File: config.mk
export PLATFORM = sky130hd
export DESIGN_NAME = controlador_rolagem
export DESIGN_NICKNAME = d
export VERILOG_FILES = /design/src/rtl/controlador_rolagem.sv
export SDC_FILE = /design/constraint.sdc
export NUM_CORES = 1
export LEC_CHECK = 0
export CAP_MARGIN = 15
export CORE_MARGIN = 2
export CORE_UTILIZATION = 57
export DETAILED_ROUTE_END_ITERATION = 10
export PLACE_DENSITY = 0.82
export SLEW_MARGIN = 10
export SYNTH_ARGS = -nofsm -noshare
export SYNTH_HDL_FRONTEND = slang
export SYNTH_SLANG_ARGS = --single-unit
File: constraint.sdc
create_clock -name CLK -period 1.99 [get_ports CLK]
set_clock_uncertainty 0.1 [all_clocks]
set_input_delay 0.199 -clock CLK [delete_from_list [all_inputs] [get_ports CLK]]
set_output_delay 0.199 -clock CLK [all_outputs]
set_load 0.05 [all_outputs]
File: src/rtl/controlador_rolagem.sv
// controlador_rolagem: turns the start/direction/reload buttons into the {ch1,ch0} mode code
// shared by the panel line registers. Optional button filter: CONTROLADOR_ROLAGEM_DEBOUNCE_EN.
module controlador_rolagem #(
  parameter int unsigned DIV        = 12_500_000,
  parameter int unsigned DEB_CYCLES = 250_000
) (
  input  logic CLK,
  input  logic reset,
  input  logic botao_inicio_n,
  input  logic botao_direcao_n,
  input  logic botao_carga_n,
  output logic ch0,
  output logic ch1,
  output logic rodando,
  output logic direcao
);

  localparam int unsigned PW = (DIV > 1) ? $clog2(DIV) : 1;
  localparam logic [PW-1:0] P_LAST = PW'(DIV - 1);

  if (DIV < 2 || DEB_CYCLES < 1) begin : g_param_invalido
    $error("controlador_rolagem: DIV must be >= 2 and DEB_CYCLES >= 1");
  end

  typedef enum logic [1:0] {
    CARGA   = 2'b00,
    PARADO  = 2'b01,
    ROLANDO = 2'b10
  } estado_t;

  typedef enum logic [1:0] {
    M_HOLD = 2'b00,
    M_DIR  = 2'b01,
    M_ESQ  = 2'b10,
    M_LOAD = 2'b11
  } modo_t;

  // Button lanes: [0] start/pause, [1] direction, [2] reload.
  logic [2:0] botao_n;
  logic [2:0] sync1_q;
  logic [2:0] sync2_q;
  logic [2:0] nivel_q;
  logic [2:0] nivel_d;
  logic [2:0] anterior_q;
  logic [2:0] ev_q;
  logic       ev_inicio;
  logic       ev_dir;
  logic       ev_carga;

  estado_t       estado_q;
  estado_t       estado_d;
  modo_t         modo_q;
  modo_t         modo_d;
  logic [PW-1:0] cnt_q;
  logic [PW-1:0] cnt_d;
  logic          direcao_q;
  logic          direcao_d;
  logic          wrap;

  assign botao_n = {botao_carga_n, botao_direcao_n, botao_inicio_n};

  always_ff @(posedge CLK) begin
    if (reset) begin
      sync1_q <= '0;
      sync2_q <= '0;
    end else begin
      sync1_q <= ~botao_n;
      sync2_q <= sync1_q;
    end
  end

`ifdef CONTROLADOR_ROLAGEM_DEBOUNCE_EN
  localparam int unsigned DW = $clog2(DEB_CYCLES + 1);
  localparam logic [DW-1:0] D_LAST = DW'(DEB_CYCLES);

  logic [DW-1:0] deb_q [3];
  logic [DW-1:0] deb_d [3];

  // The level flips on the sample after DEB_CYCLES differing samples have been counted.
  always_comb begin
    nivel_d = nivel_q;
    for (int unsigned b = 0; b < 3; b++) begin
      deb_d[b] = '0;
      if (sync2_q[b] != nivel_q[b]) begin
        if (deb_q[b] == D_LAST) begin
          nivel_d[b] = sync2_q[b];
        end else begin
          deb_d[b] = deb_q[b] + 1'b1;
        end
      end
    end
  end

  always_ff @(posedge CLK) begin
    for (int unsigned b = 0; b < 3; b++) begin
      if (reset) begin
        deb_q[b] <= '0;
      end else begin
        deb_q[b] <= deb_d[b];
      end
    end
  end
`else
  always_comb begin
    nivel_d = sync2_q;
  end
`endif

  always_ff @(posedge CLK) begin
    if (reset) begin
      nivel_q    <= '0;
      anterior_q <= '0;
      ev_q       <= '0;
    end else begin
      nivel_q    <= nivel_d;
      anterior_q <= nivel_q;
      ev_q       <= nivel_q & ~anterior_q;
    end
  end

  assign ev_inicio = ev_q[0];
  assign ev_dir    = ev_q[1];
  assign ev_carga  = ev_q[2];

  always_comb begin
    estado_d  = estado_q;
    cnt_d     = '0;
    modo_d    = M_HOLD;
    direcao_d = direcao_q ^ ev_dir;
    wrap      = (estado_q == ROLANDO) && (cnt_q == P_LAST);

    case (estado_q)
      CARGA:   estado_d = PARADO;
      PARADO:  if (ev_inicio) estado_d = ROLANDO;
      ROLANDO: if (ev_inicio) estado_d = PARADO;
      default: estado_d = CARGA;
    endcase

    if (ev_carga) begin
      estado_d = CARGA;
    end

    if (estado_q == ROLANDO && estado_d == ROLANDO) begin
      cnt_d = wrap ? '0 : cnt_q + 1'b1;
    end

    // The load code is the registered image of the CARGA cycle; a wrap only fires if scrolling continues.
    if (estado_q == CARGA) begin
      modo_d = M_LOAD;
    end else if (wrap && estado_d == ROLANDO) begin
      modo_d = direcao_q ? M_DIR : M_ESQ;
    end
  end

  always_ff @(posedge CLK) begin
    if (reset) begin
      estado_q  <= CARGA;
      modo_q    <= M_HOLD;
      cnt_q     <= '0;
      direcao_q <= 1'b0;
    end else begin
      estado_q  <= estado_d;
      modo_q    <= modo_d;
      cnt_q     <= cnt_d;
      direcao_q <= direcao_d;
    end
  end

  assign {ch1, ch0} = modo_q;
  assign rodando    = (estado_q == ROLANDO);
  assign direcao    = direcao_q;

endmodule
## Yosys cells after proc, flatten, opt, wreduce, memory -nomap -nowiden

Index checks and enable logic that the tools add are counted.

| word-level totals | value |
|---|---|
| register bits after elaboration | 44 |
| input port bits | 5 |
| output and inout bits | 4 |
| logic and storage cells | 31 |

| cells by class | value |
|---|---|
| add/sub/neg operators | 1 |
| equality and inequality tests | 4 |
| muxes and demuxes | 7 |
| bitwise operators | 5 |
| reductions and logical operators | 5 |

Operators by type and width:

| operator | count |
|---|---|
| $add 24x1->24 const B | 1 |
| $eq 24x24->1 const B | 1 |
| $mux 2 | 6 |
| $not 3->3 | 2 |
| $pmux 2 s3 | 1 |
| $eq 2x2->1 const B | 2 |
| $and 3x3->3 | 1 |
| $logic_and 1x1->1 | 3 |
| $reduce_or 3->1 | 1 |
| $eq 2x1->1 const B | 1 |
| $logic_not 2->1 | 1 |
| $not 1->1 | 1 |
| $xor 1x1->1 | 1 |

## Depth between registers and ports, before layout

| logic depth | value |
|---|---|
| word-level depth | 7 |
| gate-level depth with buffers | 7 |
| depth with buffers taken out | 6 |

## Least setup slack after synthesis

Ideal clock, no wire load.

| timing | value |
|---|---|
| path kind | register -> register |
| start | register cnt_q[14] |
| end | register cnt_q[17] |
| library setup time | 0.115 ns |
| data arrival time | 1.539 ns |
| required time | 1.775 ns |
| setup slack | 0.236 ns |
| cell stages (with the launch flop) | 8 |
| path buffers | 2 |
| period minus slack after synthesis | 1.754 ns |
| cell sequence | dfxtp_1 > or4b_1 > nor3_2 > and3_1 > a21o_1 > buf_6 > buf_6 > nor2_1 |

| on the way | value |
|---|---|
| word-level cells in the longest chain between the ends | 3 |
| elaborated cells between the ends (all ways) | 4 |
| classes of those cells | add/sub: 1; eq/ne: 1; reduce/logical: 2 |

Ends and longest elaborated chain:

| item | line | source |
|---|---|---|
| from (decl) | 54 | `logic [PW-1:0] cnt_q;` |
| from (signal assigned) | 164 | `cnt_q <= cnt_d;` |
| parallel branches: the longest is 3 deep, another holds $add 24x1->24 | n/a |  |

Several ways; the timed one is not identified.
A chain may end at the register's enable or synchronous reset.

## Worst setup path in the final report

| timing | value |
|---|---|
| start | register direcao_q (netlist: direcao) |
| end | output port direcao |

RTL lines:

| item | line | source |
|---|---|---|
| from (decl) | 56 | `logic direcao_q;` |
| from (signal assigned) | 165 | `direcao_q <= direcao_d;` |
| to (decl) | 15 | `output logic direcao` |

No word-level cell between the ends.

==> metrics.md <==
| Metric | Value |
|---|---|
| Result of the run | `completed` |
| Final Net Count | `207` |
| Cell class contributing the biggest share of worst-path delay | `buffers and inverters` |
| Number of standard-cell rows in the floorplan | `19` |
| DRC | `0` |
| Logic depth of the worst register-to-register path | `6` |
| Final-report max-slew violation count | `0` |
| Fraction of met1 tracks used by global routing | `26.6%` |
| Starting DRT DRC Count | `40` |
| Library cell used as clock root buffer | `clkbuf_4` |
| Leakage power | `0.686 nW` |
| Hold-critical path depth | `2` |
| Worst hold endpoint | `sync1_q[2]` |
| Clock tree sinks | `44` |
| Area added between synthesis and finish | `16.3%` |
| Starting utilization of the core area | `61.2%` |
| Sum of overflow across all layers after global routing | `0` |
| Fraction of registers with async set/reset | `0%` |
| Final setup fails | `0` |
| Largest net degree at the start of global routing | `18` |
| Buf/Inv on CP | `1` |
| Final instance count without filler cells | `233` |
| Post-route minimum period | `1930 ps` |
| Post-synth top area cell | `dfxtp_1` |
| First-pass DRT Iterations | `4` |
| Number of hold violations in the final report | `0` |
| Number of global-route vias before repair | `1280` |
| Maximum single-stage delay on the critical path | `830 ps` |
| Synthesized netlist cell count | `182` |
| DP Cell Count | `225` |
| Area post-placement | `0.00188 sq mm` |
| TNS Setup | `0 ps` |
| Number of buffers inserted by hold repair at cts | `0` |
| CTS Buffer Depth | `2` |
| Clock buffer count from CTS | `5` |
| Maximum VDD drop | `0.709 mV` |
| Placeable core area | `0.00281 sq mm` |
| Number of distinct library cells after synthesis | `32` |
| Worst Setup End Kind | `output port` |
| Worst hold slack after final layout | `243 ps` |
| Largest fanout of any net on the critical path | `4` |
| Post-synth EDFFs | `0` |
| Post-route cell area | `0.00200 sq mm` |
| CTS clk-pin slew, worst paths | `140 ps` |
| Top_reg_cell synth | `dfxtp_1` |
| Period utilisation layout | `96.9%` |
| Count of synthesis-stage warnings from yosys | `0` |
| Die outline width | `58.9 microns` |
| Via density per instance | `5.66` |
| Data required time at the worst endpoint | `1690 ps` |
| Worst slew slack as a fraction of its limit | `65.7%` |
| Fraction of layout instances using a drive strength above 1 | `12.4%` |
| Crit Path Category | `flip-flop to output port` |
| Detailed-route via count | `1318` |
| Post-synthesis instance area | `0.00172 sq mm` |
| Remaining antenna violation count after routing | `0` |
| GRT Max-Usage Layer | `met2` |
| Register-to-register setup slack | `120 ps` |
| Total wire length after detailed routing | `3260 microns` |
| Flip-flop and latch count after synthesis | `44` |
| H-tree depth | `2` |
| MaxCap Viol Count | `0` |
| Global-route usage over all layers | `21.8%` |
| Worst slew pin tran | `513 ps` |
| Clock tree from TritonCTS | `done` |
| Antenna Cells | `0` |
| Number of antenna violations at the first check in global routing | `0` |
| Number of post-CTS setup repair buffers | `0` |
| HP Class | `input port to flip-flop` |
| Seq/Total Area, Yosys | `51.3%` |
| Syn_area_per_cell | `9.43 sq um` |
| RSZ-0062 raised after global routing | `true` |
| Final weighted congestion in routability-driven placement | `0.874` |
| GR Util met2 | `35.6%` |
| Master of the slowest instance on the critical path | `clkdlybuf4s50_1` |
| Data arrival time of the critical path | `1630 ps` |
| Synth top area share | `51.3%` |
| Startpoint of the lowest-slack register-to-register path | `cnt_q[0]` |
| Power density over the cells | `762 mW/mm^2` |
| Achievable Freq | `519 MHz` |
| Met3 GRT Util | `5.93%` |
| Type of element launching the critical path | `flip-flop` |
| Number of placed I/O pins | `9` |
| Wire length of the first global-routing pass | `5590 microns` |
| I/O Buffers | `8` |
| Dominant cells by area after synthesis | `dfxtp_1 (51%), xnor2_1 (7.1%), nor2_1 (6.3%)` |
| CP cell instances | `clkdlybuf4s50_1` |
| Clock latency of the later-clocked register in the worst-skew pair | `370 ps` |
| Post-Syn Nets | `188` |
| Dominant cell by count in the synthesized netlist | `dfxtp_1` |
| R2r endpoint | `cnt_q[22]` |
| Final HPWL DP | `2210 microns` |
| Routed wire per std cell | `14.0 microns` |
| Die Height | `58.9 microns` |
| Die Area | `0.00347 sq mm` |
| Top cell types by occurrence after synthesis | `dfxtp_1 (44), nor2_1 (29), nor2b_1 (14), xnor2_1 (14), nand3_1 (13)` |
| Hold path start | `botao_carga_n` |
worst max-delay path by stage:
stage	start	end	slack [ps]	cells after the start
after floorplan	cnt_q[14]	cnt_q[17]	240	7
after global routing	cnt_q[0]	cnt_q[22]	-4	6
after global placement	cnt_q[0]	cnt_q[22]	200	6
final	direcao	direcao	60	1
after detailed placement	cnt_q[0]	cnt_q[22]	110	6
after CTS	direcao	direcao	60	1
flip-flops by register name, summed over array words and instances, names as in the netlist:
| signal | count |
|---|---|
| nivel_q | 3 |
| sync1_q | 3 |
| nivel_d | 3 |
| direcao | 1 |
| estado_q | 2 |
| cnt_q | 24 |
| modo_q | 2 |
| anterior_q | 3 |
| ev_q | 3 |
placed cells by master, fill, tap and decap left out, drive strengths merged, types with 2 or more instances in the layout:
| master | Yosys | routed |
|---|---|---|
| nor4 | 5 | 5 |
| xor2 | 7 | 7 |
| a21oi | 2 | 2 |
| dfxtp | 44 | 44 |
| nor2 | 29 | 29 |
| inv | 4 | 5 |
| o21ai | 2 | 2 |
| xnor2 | 14 | 14 |
| or4 | 2 | 2 |
| buf | 3 | 9 |
| nand3 | 13 | 13 |
| clkbuf | 2 | 5 |
| nor2b | 14 | 14 |
| clkdlybuf4s50 | 0 | 7 |
| and4 | 4 | 4 |
| nand4 | 5 | 5 |
| and3 | 3 | 3 |
| nor3 | 8 | 8 |
| nand2 | 9 | 9 |
through the flow:
| stage | setup slack [ps] | power, W | util [%] |
|---|---|---|---|
| after detailed placement | 108 | 0.000964 | 67.0 |
| after floorplan | 236 | 0.000943 | - |
| after global placement | 198 | 0.000961 | 67.0 |
| after global routing | -4.10 | 0.00156 | 71.1 |
| final | 61.5 | 0.00152 | 71.1 |
| after CTS | 64.0 | 0.00153 | 70.0 |
where the power goes:
part           total [W]  switching, W  internal (W)
clock           0.000577      0.000309      0.000268
sequential      0.000900    0.00000539      0.000895
combinational  0.0000439     0.0000224     0.0000215
per-layer routing:
layer  routed length (microns)  vias up
li1                          -      658
met1                      1500      611
met2                      1520       42
met3                       180        7
met4                        62        0
met5                         0        -
kinds of logic (layout without fill, tap and decap cells):
family,after synthesis,in the layout,synth area share [%]
mux,1,1,0.583
compound gates,8,8,2.92
buf+inv,9,29,2.91
fa+ha+maj,1,1,0.729
xor+xnor,21,21,10.7
flops,44,44,51.3
simple gates,98,98,30.8
layout make-up:
| class | instances | area (sq um) |
|---|---|---|
| clock buffer | 5 | 37.5 |
| clock inverter | 3 | 46.3 |
| fill | 217 | 810 |
| inverter | 4 | 15.0 |
| multi-input combinational | 129 | 818 |
| sequential | 44 | 881 |
| tap | 31 | 38.8 |
| timing repair buffer | 17 | 159 |
what timing repair did:
item,4_1_cts,5_1_grt
resized for setup,1,5
endpoints found under the setup margin,1,3
pin swaps,0,0
No activity file was read; power rests on OpenSTA's default activity.
==> variant, RTL diff (same flow settings) <==
Register the inputs `botao_inicio_n`, `botao_direcao_n` and `botao_carga_n` before use, without a reset. The logic sees them one clock later.
--- a/src/rtl/controlador_rolagem.sv
+++ b/src/rtl/controlador_rolagem.sv
@@ -19,2 +19,12 @@
   localparam logic [PW-1:0] P_LAST = PW'(DIV - 1);
+
+  logic botao_inicio_n_q;
+  logic botao_direcao_n_q;
+  logic botao_carga_n_q;
+
+  always_ff @(posedge CLK) begin
+    botao_inicio_n_q  <= botao_inicio_n;
+    botao_direcao_n_q <= botao_direcao_n;
+    botao_carga_n_q   <= botao_carga_n;
+  end
 
@@ -59,3 +69,3 @@
 
-  assign botao_n = {botao_carga_n, botao_direcao_n, botao_inicio_n};
+  assign botao_n = {botao_carga_n_q, botao_direcao_n_q, botao_inicio_n_q};
 
Formal check against the unedited RTL: not equivalent (a bounded check fails within 10 cycles, from zero or initial values and one cycle with reset high).
==> variant against the original RTL <==
Total power down 0.95%; count of clock-buffer cells in the layout increased by 2; sequential power rose by 7.1%; critical path depth unchanged; area after synthesis up 3.5%; sequential cell count rose by 3; wire length is 2.8% higher; cell area is 1.2% higher; setup slack improved by 29 ps; largest cell class unchanged.
==> variant: results <==
[global_routing]
grt_pass1_wl_microns = 5595
grt_max_degree = 18
first_global_vias = 1296
antenna_found_initial = 0
grt_usage = 0.2156

[layout]
n_antenna_cell = 0
nets = 209
largest_reg_flops = 24
top_register = "cnt_q"
final.fill_count = 226
drive_above_1_share = 0.1078

[critical_path]
critPathMaxStageDelay_ps = 830
cp_top_family = "buffers and inverters"
critPathSlowestCell = "clkdlybuf4s50_1"
arrival_ps = 1600
worstPathMaxFanout = 4

[route]
firstDrtPassIters = 6
routed_wl_microns = 3355
remaining_drc_errors = 0
via_per_inst = 5.646
drtIter0Drc = 35
wl_per_cell_microns = 14.16

[status]
status = "completed"

[clock_tree]
cts_made_buffers = 5
cts_resized = 1
cts-root-buf = "clkbuf_4"
post-cts-setup-buffers = 0
clk_pin_slew_ps = 130
cts_max_level = 2
clk_latency_ps = 360
clockBufferDepth = 2

[placement]
place_area_sq_um = 1936
hpwlAfterDp_microns = 2458
io_buffers = 8
globalplace.congestion = 0.8999
placedCellCount = 229

[logic_synthesis]
synth_fp_nets = 191
avgSynthCellArea_sq_um = 9.604
synth.distinct_cells = 32
async_reset_ff_frac = 0
synth_flop_cell = "dfxtp_1"
seq_area_frac_synth = 0.5296
synthTopCellsByCount = "dfxtp_1, nor2_1, nor2b_1, xnor2_1, nand3_1"
yosysWarnings = 0
synthTopCellsByArea = "dfxtp_1, xnor2_1, nor2_1"

[min_path]
holdCritPathClass = "input port to flop"

[power]
peakVddDrop_mv = 0.4234
leakage_uw = 0.0006845

[sta]
worst_pin_slew_ps = 491.7
==> variant: changes by cell type after synthesis <==
cell	before	now
dfxtp_1	44	47
==> variant: logic make-up after synthesis <==
| family | share of synthesized area |
|---|---|
| fa+ha+maj | 0.007041 |
| buf+inv | 0.02816 |
| flops | 0.5296 |
| compound gates | 0.02818 |
| mux | 0.005634 |
| simple gates | 0.2979 |
| xor+xnor | 0.1035 |
==> variant: final cells by class <==
class | instances | area [sq um] | share of cell area
Multi-Input combinational cell | 129 | 798.3 | 0.3953
Sequential cell | 47 | 940.9 | 0.4659
Clock buffer | 7 | 65.06 | 0.03222
Clock inverter | 1 | 7.507 | 0.003717
Timing Repair Buffer | 16 | 151.4 | 0.07497
Inverter | 4 | 15.01 | 0.007435
Tap cell | 33 | 41.29 | 0.02045
==> variant: worst paths after layout <==
kind	slack (ps)	start	endpoint	cells past startpoint
worst min register to register	290	anterior_q[1]	ev_q[1]	1
worst min-delay path	170	botao_direcao_n	botao_direcao_n_q	1
worst max-delay path	90	direcao	direcao	1
worst max register to register	120	cnt_q[14]	cnt_q[19]	6
==> variant: where the power goes <==
group	leakage, uW	switching [uW]	total, uW	internal [uW]
combinational	0.000265	22.3	43.8	21.5
sequential	0.000382	5.80	964	958
clock	0.0000375	292	499	207
==> variant: through the flow <==
step | total power [uW] | hold slack [ps] | util | setup slack [ps]
floorplan | 1009 | 126.7 | - | 236.3
detailed placement | 1029 | 278.2 | 0.6446 | 113.3
global route | 1564 | 150.2 | 0.6725 | 13.07
finish | 1507 | 166.9 | 0.6725 | 90.50
global placement | 1027 | 269.6 | 0.6446 | 210.8
CTS | 1518 | 151.2 | 0.6683 | 62.06
==> variant: metal layers <==
metal,part of all wire,global-route usage
met4,0.030,0.1016
met3,0.040,0.06494
met5,0,0
met2,0.51,0.3727
met1,0.42,0.2401
